--- src/rtl/alu_iterative.sv ---
// WIDTH-bit ALU: logic/ADD/SUB (and DIV by zero) in 1 cycle, MUL/DIV radix-2 iterative in WIDTH+1 cycles.
// Valid/ready on both sides; results and flags hold in DONE until out_ready, inputs ignored meanwhile.
module alu_iterative #(
  parameter int WIDTH = 32
) (
  input  logic             clock,
  input  logic             reset,
  input  logic             in_valid,
  output logic             in_ready,
  input  logic [WIDTH-1:0] a,
  input  logic [WIDTH-1:0] b,
  input  logic [2:0]       op,
  input  logic             unsig,
  output logic             out_valid,
  input  logic             out_ready,
  output logic [WIDTH-1:0] result,
  output logic [WIDTH-1:0] result_hi,
  output logic             overflow,
  output logic             div_zero
);
  localparam int CNT_W = $clog2(WIDTH) + 1;
  localparam logic [1:0] S_IDLE = 2'd0;
  localparam logic [1:0] S_BUSY = 2'd1;
  localparam logic [1:0] S_DONE = 2'd2;
  localparam logic [CNT_W-1:0] LAST = CNT_W'(WIDTH - 1);
  localparam logic [WIDTH-1:0] MIN_S = {1'b1, {(WIDTH-1){1'b0}}};

  logic [1:0]       r_state;
  logic [CNT_W-1:0] r_cnt;
  logic [WIDTH-1:0] r_hi, r_lo, r_opb;
  logic             r_is_mul, r_signed, r_neg_q, r_neg_r, r_dovf;
  logic [WIDTH-1:0] r_result, r_result_hi;
  logic             r_overflow, r_div_zero;

  logic             w_accept, w_iter;
  logic [WIDTH-1:0] w_abs_a, w_abs_b, w_sum, w_diff;
  logic [WIDTH-1:0] w_res, w_res_hi;
  logic             w_ovf, w_dz;
  logic [WIDTH:0]   w_madd, w_rem_sh, w_trial;
  logic [WIDTH-1:0] w_step_hi, w_step_lo, w_quo, w_rem;
  logic [2*WIDTH-1:0] w_prod, w_prod_s;
  logic             w_mul_ovf;

  assign in_ready  = (r_state == S_IDLE) | ((r_state == S_DONE) & out_ready);
  assign out_valid = (r_state == S_DONE);
  assign result    = r_result;
  assign result_hi = r_result_hi;
  assign overflow  = r_overflow;
  assign div_zero  = r_div_zero;

  assign w_accept = in_valid & in_ready;
  assign w_iter   = (op == 3'b111) | ((op == 3'b011) & (b != '0));
  assign w_abs_a  = (!unsig && a[WIDTH-1]) ? -a : a;
  assign w_abs_b  = (!unsig && b[WIDTH-1]) ? -b : b;
  assign w_sum    = a + b;
  assign w_diff   = a - b;

  always_comb begin
    w_res    = '0;
    w_res_hi = '0;
    w_ovf    = 1'b0;
    w_dz     = 1'b0;
    case (op)
      3'b000: w_res = a & b;
      3'b001: w_res = a | b;
      3'b010: begin
        w_res = w_sum;
        w_ovf = !unsig && (a[WIDTH-1] == b[WIDTH-1]) && (w_sum[WIDTH-1] != a[WIDTH-1]);
      end
      3'b011: begin
        w_res    = '1;
        w_res_hi = a;
        w_dz     = 1'b1;
      end
      3'b100: w_res = ~(a | b);
      3'b101: w_res = a ^ b;
      3'b110: begin
        w_res = w_diff;
        w_ovf = !unsig && (a[WIDTH-1] != b[WIDTH-1]) && (w_diff[WIDTH-1] != a[WIDTH-1]);
      end
      default: ;
    endcase
  end

  // MUL: {r_hi,r_lo} shifts right with the partial sum; DIV: restoring step, quotient bits enter r_lo
  assign w_madd   = {1'b0, r_hi} + (r_lo[0] ? {1'b0, r_opb} : '0);
  assign w_rem_sh = {r_hi, r_lo[WIDTH-1]};
  assign w_trial  = w_rem_sh - {1'b0, r_opb};
  assign w_step_hi = r_is_mul ? w_madd[WIDTH:1]
                              : (w_trial[WIDTH] ? w_rem_sh[WIDTH-1:0] : w_trial[WIDTH-1:0]);
  assign w_step_lo = r_is_mul ? {w_madd[0], r_lo[WIDTH-1:1]}
                              : {r_lo[WIDTH-2:0], ~w_trial[WIDTH]};

  assign w_prod    = {w_step_hi, w_step_lo};
  assign w_prod_s  = r_neg_q ? -w_prod : w_prod;
  assign w_quo     = r_neg_q ? -w_step_lo : w_step_lo;
  assign w_rem     = r_neg_r ? -w_step_hi : w_step_hi;
  assign w_mul_ovf = r_signed ? (w_prod_s[2*WIDTH-1:WIDTH] != {WIDTH{w_prod_s[WIDTH-1]}})
                              : (w_prod_s[2*WIDTH-1:WIDTH] != '0);

  always_ff @(posedge clock) begin
    if (reset) begin
      r_state     <= S_IDLE;
      r_cnt       <= '0;
      r_hi        <= '0;
      r_lo        <= '0;
      r_opb       <= '0;
      r_is_mul    <= 1'b0;
      r_signed    <= 1'b0;
      r_neg_q     <= 1'b0;
      r_neg_r     <= 1'b0;
      r_dovf      <= 1'b0;
      r_result    <= '0;
      r_result_hi <= '0;
      r_overflow  <= 1'b0;
      r_div_zero  <= 1'b0;
    end else begin
      case (r_state)
        S_BUSY: begin
          r_hi  <= w_step_hi;
          r_lo  <= w_step_lo;
          r_cnt <= r_cnt + CNT_W'(1);
          if (r_cnt == LAST) begin
            r_state    <= S_DONE;
            r_div_zero <= 1'b0;
            if (r_is_mul) begin
              r_result    <= w_prod_s[WIDTH-1:0];
              r_result_hi <= w_prod_s[2*WIDTH-1:WIDTH];
              r_overflow  <= w_mul_ovf;
            end else begin
              r_result    <= w_quo;
              r_result_hi <= w_rem;
              r_overflow  <= r_dovf;
            end
          end
        end
        default: begin
          if (w_accept) begin
            if (w_iter) begin
              r_state  <= S_BUSY;
              r_cnt    <= '0;
              r_hi     <= '0;
              r_is_mul <= op[2];
              r_lo     <= op[2] ? w_abs_b : w_abs_a;
              r_opb    <= op[2] ? w_abs_a : w_abs_b;
              r_signed <= !unsig;
              r_neg_q  <= !unsig && (a[WIDTH-1] ^ b[WIDTH-1]);
              r_neg_r  <= !unsig && a[WIDTH-1];
              r_dovf   <= !unsig && !op[2] && (a == MIN_S) && (b == '1);
            end else begin
              r_state     <= S_DONE;
              r_result    <= w_res;
              r_result_hi <= w_res_hi;
              r_overflow  <= w_ovf;
              r_div_zero  <= w_dz;
            end
          end else if ((r_state == S_DONE) && out_ready) begin
            r_state <= S_IDLE;
          end
        end
      endcase
    end
  end
endmodule

--- config.mk ---
export PLATFORM = sky130hd
export DESIGN_NAME = alu_iterative
export DESIGN_NICKNAME = d
export VERILOG_FILES = /design/src/rtl/alu_iterative.sv
export SDC_FILE = /design/constraint.sdc
export NUM_CORES = 1
export LEC_CHECK = 0
export ABC_AREA = 1
export BUFFER_PORTS_ARGS = -buffer_cell sky130_fd_sc_hd__buf_4
export CAP_MARGIN = 20
export CORE_MARGIN = 2
export CORE_UTILIZATION = 45
export CTS_CLUSTER_DIAMETER = 30
export DETAILED_ROUTE_END_ITERATION = 7
export PLACE_DENSITY_LB_ADDON = 0.08
export REMOVE_ABC_BUFFERS = 1
export SLEW_MARGIN = 0
export SYNTH_ARGS = -nofsm -noshare
export SYNTH_HDL_FRONTEND = slang
export SYNTH_SLANG_ARGS = --single-unit
--- constraint.sdc ---
create_clock -name clock -period 4.43 [get_ports clock]
set_input_delay 0.6645 -clock clock [delete_from_list [all_inputs] [get_ports clock]]
set_output_delay 0.6645 -clock clock [all_outputs]
set_load 0.02 [all_outputs]
# Word-level counts from Yosys, hierarchy flattened
# Index checks and enable logic that the tools add are counted.
# totals
register_bits	175
input_bits	72
wordCells	128
output_inout_bits	68
# op_classes
n_mux	49
reduce_logical	24
bitwise_logic	12
add_sub_neg	10
n_eq_ne	19
# ops
operator	count
two-way mux 32 bit	27
case mux 32 bit (7 select lines)	1
negation 32 bit	4
== test 32 bit, second input constant	2
two-way mux 64 bit	1
negation 64 bit	1
nonzero test 32 bit	2
adder 32 x 32 -> 33 bit	1
subtractor 33 x 32 -> 33 bit	1
adder 32 bit	1
AND 32 bit	1
!= test 32 bit	1
NOT 32 bit	1
OR 32 bit	1
subtractor 32 bit	1
XOR 32 bit	1
two-way mux 6 bit	3
== test 3 bit, second input constant	4
logical AND 1 bit	11
two-way mux 1 bit	11
two-way mux 2 bit	5
adder 6 x 1 -> 6 bit, second input constant	1
== test 3 x 2 -> 1 bit, second input constant	2
== test 6 x 5 -> 1 bit, second input constant	1
other kinds (19)	29

# Logic depth before layout (Yosys ltp)
# Gate-level depths: netlist of the first run.
# logic_depth
depth_word	10
mapped_depth	45
mapped_depth_nobuf	45

# Least setup slack after synthesis of the first run
# OpenSTA, ideal clock, no wires.
# synth_path
kind	reg-to-reg
startpoint	register r_lo[31]
endpoint	register r_overflow, in the netlist overflow
path_buffers	0
arrival_ns	4.320
setup_time_ns	0.132
required_time_ns	4.298
stages_incl_launch_ff	44
period_less_slack_ns	4.452
slack_ns	-0.022
cell_sequence	dfxtp_1 inv_1 ha_1 inv_1 fa_1 nand3_1 nand3_2 nand2_1 nand2_2 nand2_2 nand2_4 nand2_4 nand3_1 nand2_4 nand2_2 nand2_2 ha_1 inv_1 [... 8 more ...] nor2_2 nand3_2 inv_2 nand2_1 nand2_2 nand2_1 nand2_1 nand3_1 nor2_1 nand2_1 nor2_1 nand2_1 nor2_1 nor2_1 nand2_1 nand2_1 nand2_1 a21oi_1
# synth_between
elab_chain_cells	10
elab_cells_between_ends	13
cone_classes	add/sub (2); eq/ne (1); mux (8); bitwise (1); reduce/logical (1)
# synth_rtl
item	line	text
start: declaration	30	logic [WIDTH-1:0] r_hi, r_lo, r_opb;
start signal: assignment	121	r_lo <= w_step_lo;
start signal: assignment	144	r_lo <= op[2] ? w_abs_b : w_abs_a;
subtractor 33 x 32 -> 33 bit	88	assign w_trial = w_rem_sh - {1'b0, r_opb};
two-way mux 32 bit or NOT 1 bit (tied branches)	90, 92	
two-way mux 32 bit (on tied branches)	89, 91	
negation 64 bit	95	assign w_prod_s = r_neg_q ? -w_prod : w_prod;
two-way mux 64 bit *	95	
!= test 32 bit or nonzero test 32 bit (tied branches)	98, 99	
two-way mux 1 bit *	98	assign w_mul_ovf = r_signed ? (w_prod_s[2*WIDTH-1:WIDTH] != {WIDTH{w_prod_s[WIDTH-1]}})
two-way mux 1 bit *	126	if (r_is_mul) begin
two-way mux 1 bit *	123	if (r_cnt == LAST) begin
two-way mux 1 bit *	118	case (r_state)
end signal: assignment	129	r_overflow <= w_mul_ovf;
end signal: assignment	133	r_overflow <= r_dovf;
end signal: assignment	154	r_overflow <= w_ovf;
end: declaration	33	logic r_overflow, r_div_zero;
# Mark *: on every way between the ends. The rest lies on a longest branch, timed or not. The select of a mux whose other input is x is not followed.
# A chain may end at the register's enable or synchronous reset.

# Final worst setup path of the first run
# Ends and elaborated chain as after synthesis.

==> results of run 1 <==
sequential cells by signal (all words and copies together), names as in the netlist, 2 cells and up:
signal	count
result_hi	32
r_state	2
result	32
r_opb	32
r_hi	32
r_lo	32
r_cnt	6
layout by cell type (no fill, tap or decap), types with 39 or more instances in the layout:
cell type	instances
buf_4	610
inv_1	524
o211ai_1	39
ha_1	152
nor3_1	57
a31oi_1	76
nand2_1	1024
dfxtp_1	170
o21ai_0	267
nand2_2	59
xor2_1	77
nor2_1	331
nand3_1	284
a21oi_1	293
cell type report:
type / count / area, sq um / area share
antenna: 1 / 2.50 / 0.0000863
clock buffer: 19 / 453 / 0.0156
clock inverter: 13 / 164 / 0.00565
inverter: 553 / 2080 / 0.0717
multi-input combinational: 3090 / 17000 / 0.586
sequential: 175 / 3510 / 0.121
tap: 672 / 841 / 0.0290
timing repair buffer: 631 / 4960 / 0.171
power groups by stage:
| stage | clock network (mW) | logic (mW) | registers, mW |
|---|---|---|---|
| after global routing | 1.79 | 8.81 | 1.73 |
| after global placement | 0 | 7.55 | 1.75 |
| final | 1.72 | 8.17 | 1.72 |
| after floorplan | 0 | 3.83 | 1.79 |
| after detailed placement | 0 | 7.52 | 1.75 |
| after CTS | 1.74 | 7.67 | 1.71 |
logic make-up (layout without fill, tap and decap cells):
| family | after synthesis | after routing | synth area share |
|---|---|---|---|
| other cells | 0 | 1 | 0 |
| buf+inv | 717 | 1216 | 0.123 |
| flops | 175 | 175 | 0.154 |
| simple gates | 1939 | 1939 | 0.366 |
| xor+xnor | 85 | 85 | 0.0327 |
| compound gates | 897 | 897 | 0.231 |
| fa+ha+maj | 169 | 169 | 0.0941 |
timing repair:
item,CTS,global route
buffers inserted,11,14
gates resized for setup,33,95
hold buffers,0,0
setup endpoints to repair,11,29
pin swaps,23,47
critical path: cells and delay by family, from the launching register on:
kind | cells | cell delay (ns)
buf+inv | 6 | 0.43
compound gates | 1 | 0.06
simple gates | 35 | 3.05
flops | 1 | 0.34
fa+ha+maj | 3 | 0.51
metrics by stage:
stage                     TNS [ns]  cells
after global placement      -0.973   5096
after detailed placement     -1.86   5096
final                       -0.154   5154
after CTS                  -0.0885   5139
after global routing         -1.25   5153
after floorplan            -295.63   3818
worst max path at each step:
stage / slack [ns] / end / cells past startpoint
2_1_floorplan: -2.80 / result_hi[3]$_SDFFE_PP0P_ / 9
3_3_place_gp: -0.27 / overflow$_SDFFE_PP0P_ / 43
3_5_place_dp: -0.34 / overflow$_SDFFE_PP0P_ / 43
4_1_cts: -0.09 / overflow$_SDFFE_PP0P_ / 45
5_1_grt: -0.45 / overflow$_SDFFE_PP0P_ / 45
6_report: -0.15 / overflow$_SDFFE_PP0P_ / 45
layer usage:
metal  wire length, um  share of wire
met4              7410          0.066
met2             50300           0.45
met3             10300          0.092
met1             44000           0.39
met5                 0              0
==> impl_metrics.env, run 1 <==
export IMPL_status="finished with violations"
export IMPL_violations="negative setup slack"
export IMPL_dpl_cell_area_sq_um=27700
export IMPL_vdd_ir_drop_worst_mv=0.263
export IMPL_initial_core_util=0.455
export IMPL_gp_congestion=1.04
export IMPL_ys_seq_area_frac=0.154
export IMPL_grt_use_total=0.418
export IMPL_drive_above_1_share=0.202
export IMPL_worstHoldStart="result_hi[6]$_SDFFE_PP0P_"
export IMPL_synth_warning_count=0
export IMPL_drc_errors=0
export IMPL_slew_violations=0
export IMPL_drtIter0Drc=3059
export IMPL_io_pins=140
export IMPL_finClkSkew_ns=0.0149
export IMPL_synth_flop_cell="dfxtp_1"
export IMPL_cp_required_ns=4.79
export IMPL_r2r_start="r_lo[31]$_SDFFE_PP0P_"
export IMPL_async_flop_share=0
export IMPL_die_h_um=229
export IMPL_grt_pass1_vias=27800
export IMPL_die_area_sq_um=52500
export IMPL_finalCritPeriodShare=1.03
export IMPL_wirelength_um=112000
export IMPL_hold_path_endpoint="result_hi[6]$_SDFFE_PP0P_"
export IMPL_portBuffers=139
export IMPL_hold_ws_ns=0.468
export IMPL_clock_sinks=175
export IMPL_setup_viol=1
export IMPL_cpMaxStageDelayCell="dfxtp_2"
export IMPL_hold_depth=2
export IMPL_synth_avg_cell_area_sq_um=5.72
export IMPL_cp_start_kind="flip-flop"
export IMPL_grt_max_degree=60
export IMPL_clk_pin_slew_worst_paths_ns=0.08
export IMPL_cts_made_buffers=17
export IMPL_slew_headroom=0.254
export IMPL_leakagePower_nw=14.7
export IMPL_grt_pass1_wl_um=167000
export IMPL_hpwl_um=89400
export IMPL_synthTopCellsByCount="1050 x nand2_1, 529 x inv_1, 351 x nor2_1, 301 x a21oi_1, 289 x nand3_1"
export IMPL_antenna_left=0
export IMPL_cts_root_buffer="clkbuf_16"
export IMPL_combinationalPowerShare=0.704
export IMPL_die_w_um=229
export IMPL_critPathMaxFanout=7
export IMPL_r2r_slack_ns=-0.15
export IMPL_gr_total_overflow=0
export IMPL_power_share_sequential=0.148
export IMPL_groute_layer_met1_usage=0.526
export IMPL_end_kind="flip-flop"
export IMPL_top_usage_layer="met2"
export IMPL_yosysMostFrequentCell="nand2_1"
export IMPL_synth_top_cell_area_share=0.173
export IMPL_num_rows=82
export IMPL_drtPass1Iterations=6
export IMPL_yosys_top_cells_area="nand2_1 17%, dfxtp_1 15%, ha_1 9.1%"
export IMPL_use_met3=0.0664
export IMPL_cts_path_max_buffers=2
export IMPL_vias=29500
export IMPL_min_path_type="flip-flop to flip-flop"
export IMPL_cts_tree="done"
export IMPL_fmax_mhz=218
export IMPL_finalCriticalPeriod_ns=4.58
export IMPL_viasPerCell=5.72
export IMPL_syn_cell_area_sq_um=22800
export IMPL_cts_max_level=4
export IMPL_reg2regPathDepth=45
export IMPL_synthCells=3982
export IMPL_r2r_end="overflow$_SDFFE_PP0P_"
export IMPL_grt_use_met2=0.671
export IMPL_power_switching_mw=5.89
export IMPL_wl_per_cell_um=21.7
export IMPL_fin_nets=4709
export IMPL_crit_type="flip-flop to flip-flop"
export IMPL_p_per_area_nw_per_um2=400
export IMPL_crit_top_cell="nand2_4"
export IMPL_antenna_found_initial=5
export IMPL_n_fill_cell=5387
export IMPL_core_area_sq_um=50100
export IMPL_finalInstanceArea_sq_um=29000
export IMPL_worst_slew_pin_slew_ns=1.12
export IMPL_clock_latency_ns=0.52
export IMPL_arrival_ns=4.94
export IMPL_netlist_top_cell_by_area="nand2_1"
export IMPL_yosys_cell_types_count=62
export IMPL_internal_power_mw=5.71
export IMPL_drv_cap=0
export IMPL_hold_viol_final=0
export IMPL_area_growth_synth_to_final_pct=27.3
export IMPL_setup_ws_ns=-0.154
export IMPL_power_share_clock=0.148
export IMPL_yosys_register_bits=175
export IMPL_rsz0062_at_grt="true"
export IMPL_synth_edff_count=0
export IMPL_final_util=0.579
export IMPL_critical_path_startpoint="r_lo[31]$_SDFFE_PP0P_"
export IMPL_total_power_mw=11.6
export IMPL_p_sw_frac=0.508
export IMPL_detailedPlace_worstSlack_ns=-0.342
export IMPL_max_stage_delay_ns=0.34
Note: power is estimated with default switching activity, not from simulation.
==> run 2, diff against run 1 <==
- clock period: 4.43 -> 5.35 ns (I/O delays scaled with it)
==> run 2 against run 1 <==
  * Clock skew down 0.0034 ns
  * Combinational power fell by 36%
  * The flow now finishes without violations
  * Die area is the same
  * Via count is 5.3% lower
  * Worst setup slack improved by 0.43 ns
  * Clock power fell by 22%
  * Global-route usage down 1.8 points
  * Critical path depth shrank 16
  * Power is 31% lower
  * Critical endpoint unchanged
  * Final area shrank 13%
  * Maximum frequency fell by 9.7%
==> impl_metrics.env, run 2 (synthesis gave the netlist of run 1 again) <==
export IMPL_cts_max_level=4
export IMPL_viasPerCell=5.88
export IMPL_cp_required_ns=5.73
export IMPL_finalCritPeriodShare=0.949
export IMPL_total_power_mw=7.99
export IMPL_setup_tns_ns=0
export IMPL_clock_sinks=175
export IMPL_final_cell_mix="1049 x nand2_1, 528 x inv_1, 345 x nor2_1"
export IMPL_grt_max_degree=61
export IMPL_clock_latency_ns=0.52
export IMPL_wl_per_cell_um=22.6
export IMPL_post_place_cells=4712
export IMPL_vdd_ir_drop_worst_mv=0.230
export IMPL_leakagePower_nw=12.6
export IMPL_core_area_sq_um=50100
export IMPL_clk_pin_slew_worst_paths_ns=0.08
export IMPL_die_area_sq_um=52500
export IMPL_cts_root_buffer="clkbuf_16"
export IMPL_hold_viol_final=0
export IMPL_p_per_area_nw_per_um2=316
export IMPL_final_common_cell="nand2_1"
export IMPL_multiInputGateArea_sq_um=16600
export IMPL_r2r_start="r_lo[0]$_SDFFE_PP0P_"
export IMPL_antenna_found_initial=4
export IMPL_area_growth_synth_to_final_pct=11.0
export IMPL_cts_path_max_buffers=2
export IMPL_gp_congestion=1.04
export IMPL_cts_made_buffers=17
export IMPL_crit_top_cell="nand2_1"
export IMPL_drtIter0Drc=3030
export IMPL_critical_path_startpoint="r_lo[0]$_SDFFE_PP0P_"
export IMPL_finalCriticalPeriod_ns=5.08
export IMPL_min_path_type="flip-flop to flip-flop"
export IMPL_grt_use_total=0.400
export IMPL_initial_core_util=0.455
export IMPL_grt_pass1_vias=26100
export IMPL_drive_above_1_share=0.103
export IMPL_hold_path_endpoint="result[5]$_SDFFE_PP0P_"
export IMPL_cpMaxStageDelayCell="dfxtp_1"
export IMPL_finClkSkew_ns=0.0116
export IMPL_regArea_sq_um=3510
export IMPL_crit_type="flip-flop to flip-flop"
export IMPL_fin_nets=4306
export IMPL_status="completed"
export IMPL_arrival_ns=5.46
export IMPL_portBuffers=139
export IMPL_setup_viol=0
export IMPL_n_fill_cell=5595
export IMPL_r2r_end="overflow$_SDFFE_PP0P_"
export IMPL_drv_cap=0
export IMPL_worst_slew_pin_slew_ns=0.928
export IMPL_slew_violations=0
export IMPL_gr_total_overflow=0
export IMPL_antenna_left=0
export IMPL_die_w_um=229
export IMPL_hpwl_um=83800
export IMPL_drc_errors=0
export IMPL_n_antenna_cell=0
export IMPL_critPathMaxFanout=15
export IMPL_end_kind="flip-flop"
export IMPL_die_h_um=229
export IMPL_grt_pass1_wl_um=159000
export IMPL_wirelength_um=107000
export IMPL_final_util=0.505
export IMPL_r2r_slack_ns=0.27
export IMPL_hold_depth=2
export IMPL_num_rows=82
export IMPL_cp_start_kind="flip-flop"
export IMPL_final_cell_count_no_fill=4750
export IMPL_fmax_mhz=197
export IMPL_cts_tree="done"
export IMPL_reg2regPathDepth=29
export IMPL_worstHoldStart="result[5]$_SDFFE_PP0P_"
export IMPL_drtPass1Iterations=8
export IMPL_slew_headroom=0.381
export IMPL_vias=27900
export IMPL_max_stage_delay_ns=0.47
export IMPL_io_pins=140
## run 2: changes by cell type in the layout (fill, tap and decap cells not counted), moves of 8 or more
| cell | previous run | this run |
|---|---|---|
| nor2_1 | 331 | 345 |
| nand2_1 | 1024 | 1049 |
| buf_12 | 17 | 1 |
| ha_1 | 152 | 165 |
| buf_4 | 610 | 227 |
| nor2_2 | 37 | 27 |
| ha_4 | 13 | 0 |
| a21oi_1 | 293 | 301 |
| o21ai_0 | 267 | 278 |
| nand2_2 | 59 | 37 |
## run 2: timing repair
| item | in CTS | in global routing |
|---|---|---|
| setup endpoints to repair | 0 | 9 |
| gates resized for setup | 0 | 12 |
| hold buffers | 0 | 0 |
| buffers inserted | 0 | 6 |
## run 2: metrics by stage
| stage | hold slack, ns | worst slack [ns] | area, sq um |
|---|---|---|---|
| 6_report | 0.464 | 0.274 | 25300 |
| 3_3_place_gp | 0.457 | 0.270 | 24600 |
| 5_1_grt | 0.482 | -0.0355 | 25300 |
| 2_1_floorplan | 0.443 | -1.88 | 22100 |
| 3_5_place_dp | 0.459 | 0.166 | 24600 |
| 4_1_cts | 0.471 | 0.133 | 25200 |
## run 2: cell type report
| class | count | share of cell area |
|---|---|---|
| clock buffers | 17 | 0.0168 |
| clock inverters | 15 | 0.00648 |
| inverters | 553 | 0.0821 |
| multi-input cells | 3090 | 0.654 |
| flip-flops and latches | 175 | 0.139 |
| well taps | 672 | 0.0332 |
| repair buffers | 228 | 0.0682 |
## run 2: routing by layer
| layer | global-route usage | up-vias | routed length (um) | part of all wire |
|---|---|---|---|---|
| li1 | - | 13300 | - | - |
| met4 | 0.236 | 4 | 6750 | 0.063 |
| met5 | 0 | - | 27 | 0.00025 |
| met2 | 0.630 | 1463 | 47300 | 0.44 |
| met3 | 0.0794 | 289 | 10800 | 0.10 |
| met1 | 0.506 | 12800 | 42500 | 0.40 |
## run 2: critical path: cells and delay by family (launching register included)
family / cells / cell delay (ns)
buffers and inverters: 3 / 0.66
AO/OA/AOI/OAI: 5 / 1.15
AND/OR/NAND/NOR: 20 / 2.35
adder cells (fa/ha/maj): 1 / 0.29
flip-flops: 1 / 0.47
## run 2: worst max-delay path by stage
| stage | slack, ns | cells after the start | to |
|---|---|---|---|
| global route | -0.04 | 45 | overflow$_SDFFE_PP0P_ |
| finish | 0.27 | 29 | overflow$_SDFFE_PP0P_ |
| detailed placement | 0.17 | 43 | overflow$_SDFFE_PP0P_ |
| floorplan | -1.88 | 9 | result_hi[3]$_SDFFE_PP0P_ |
| CTS | 0.13 | 43 | overflow$_SDFFE_PP0P_ |
| global placement | 0.27 | 41 | overflow$_SDFFE_PP0P_ |
## run 2: power breakdown
part | internal (mW) | switching (mW) | total [mW]
clock | 0.624 | 0.729 | 1.35
sequential | 1.37 | 0.0617 | 1.43
combinational | 1.48 | 3.72 | 5.20
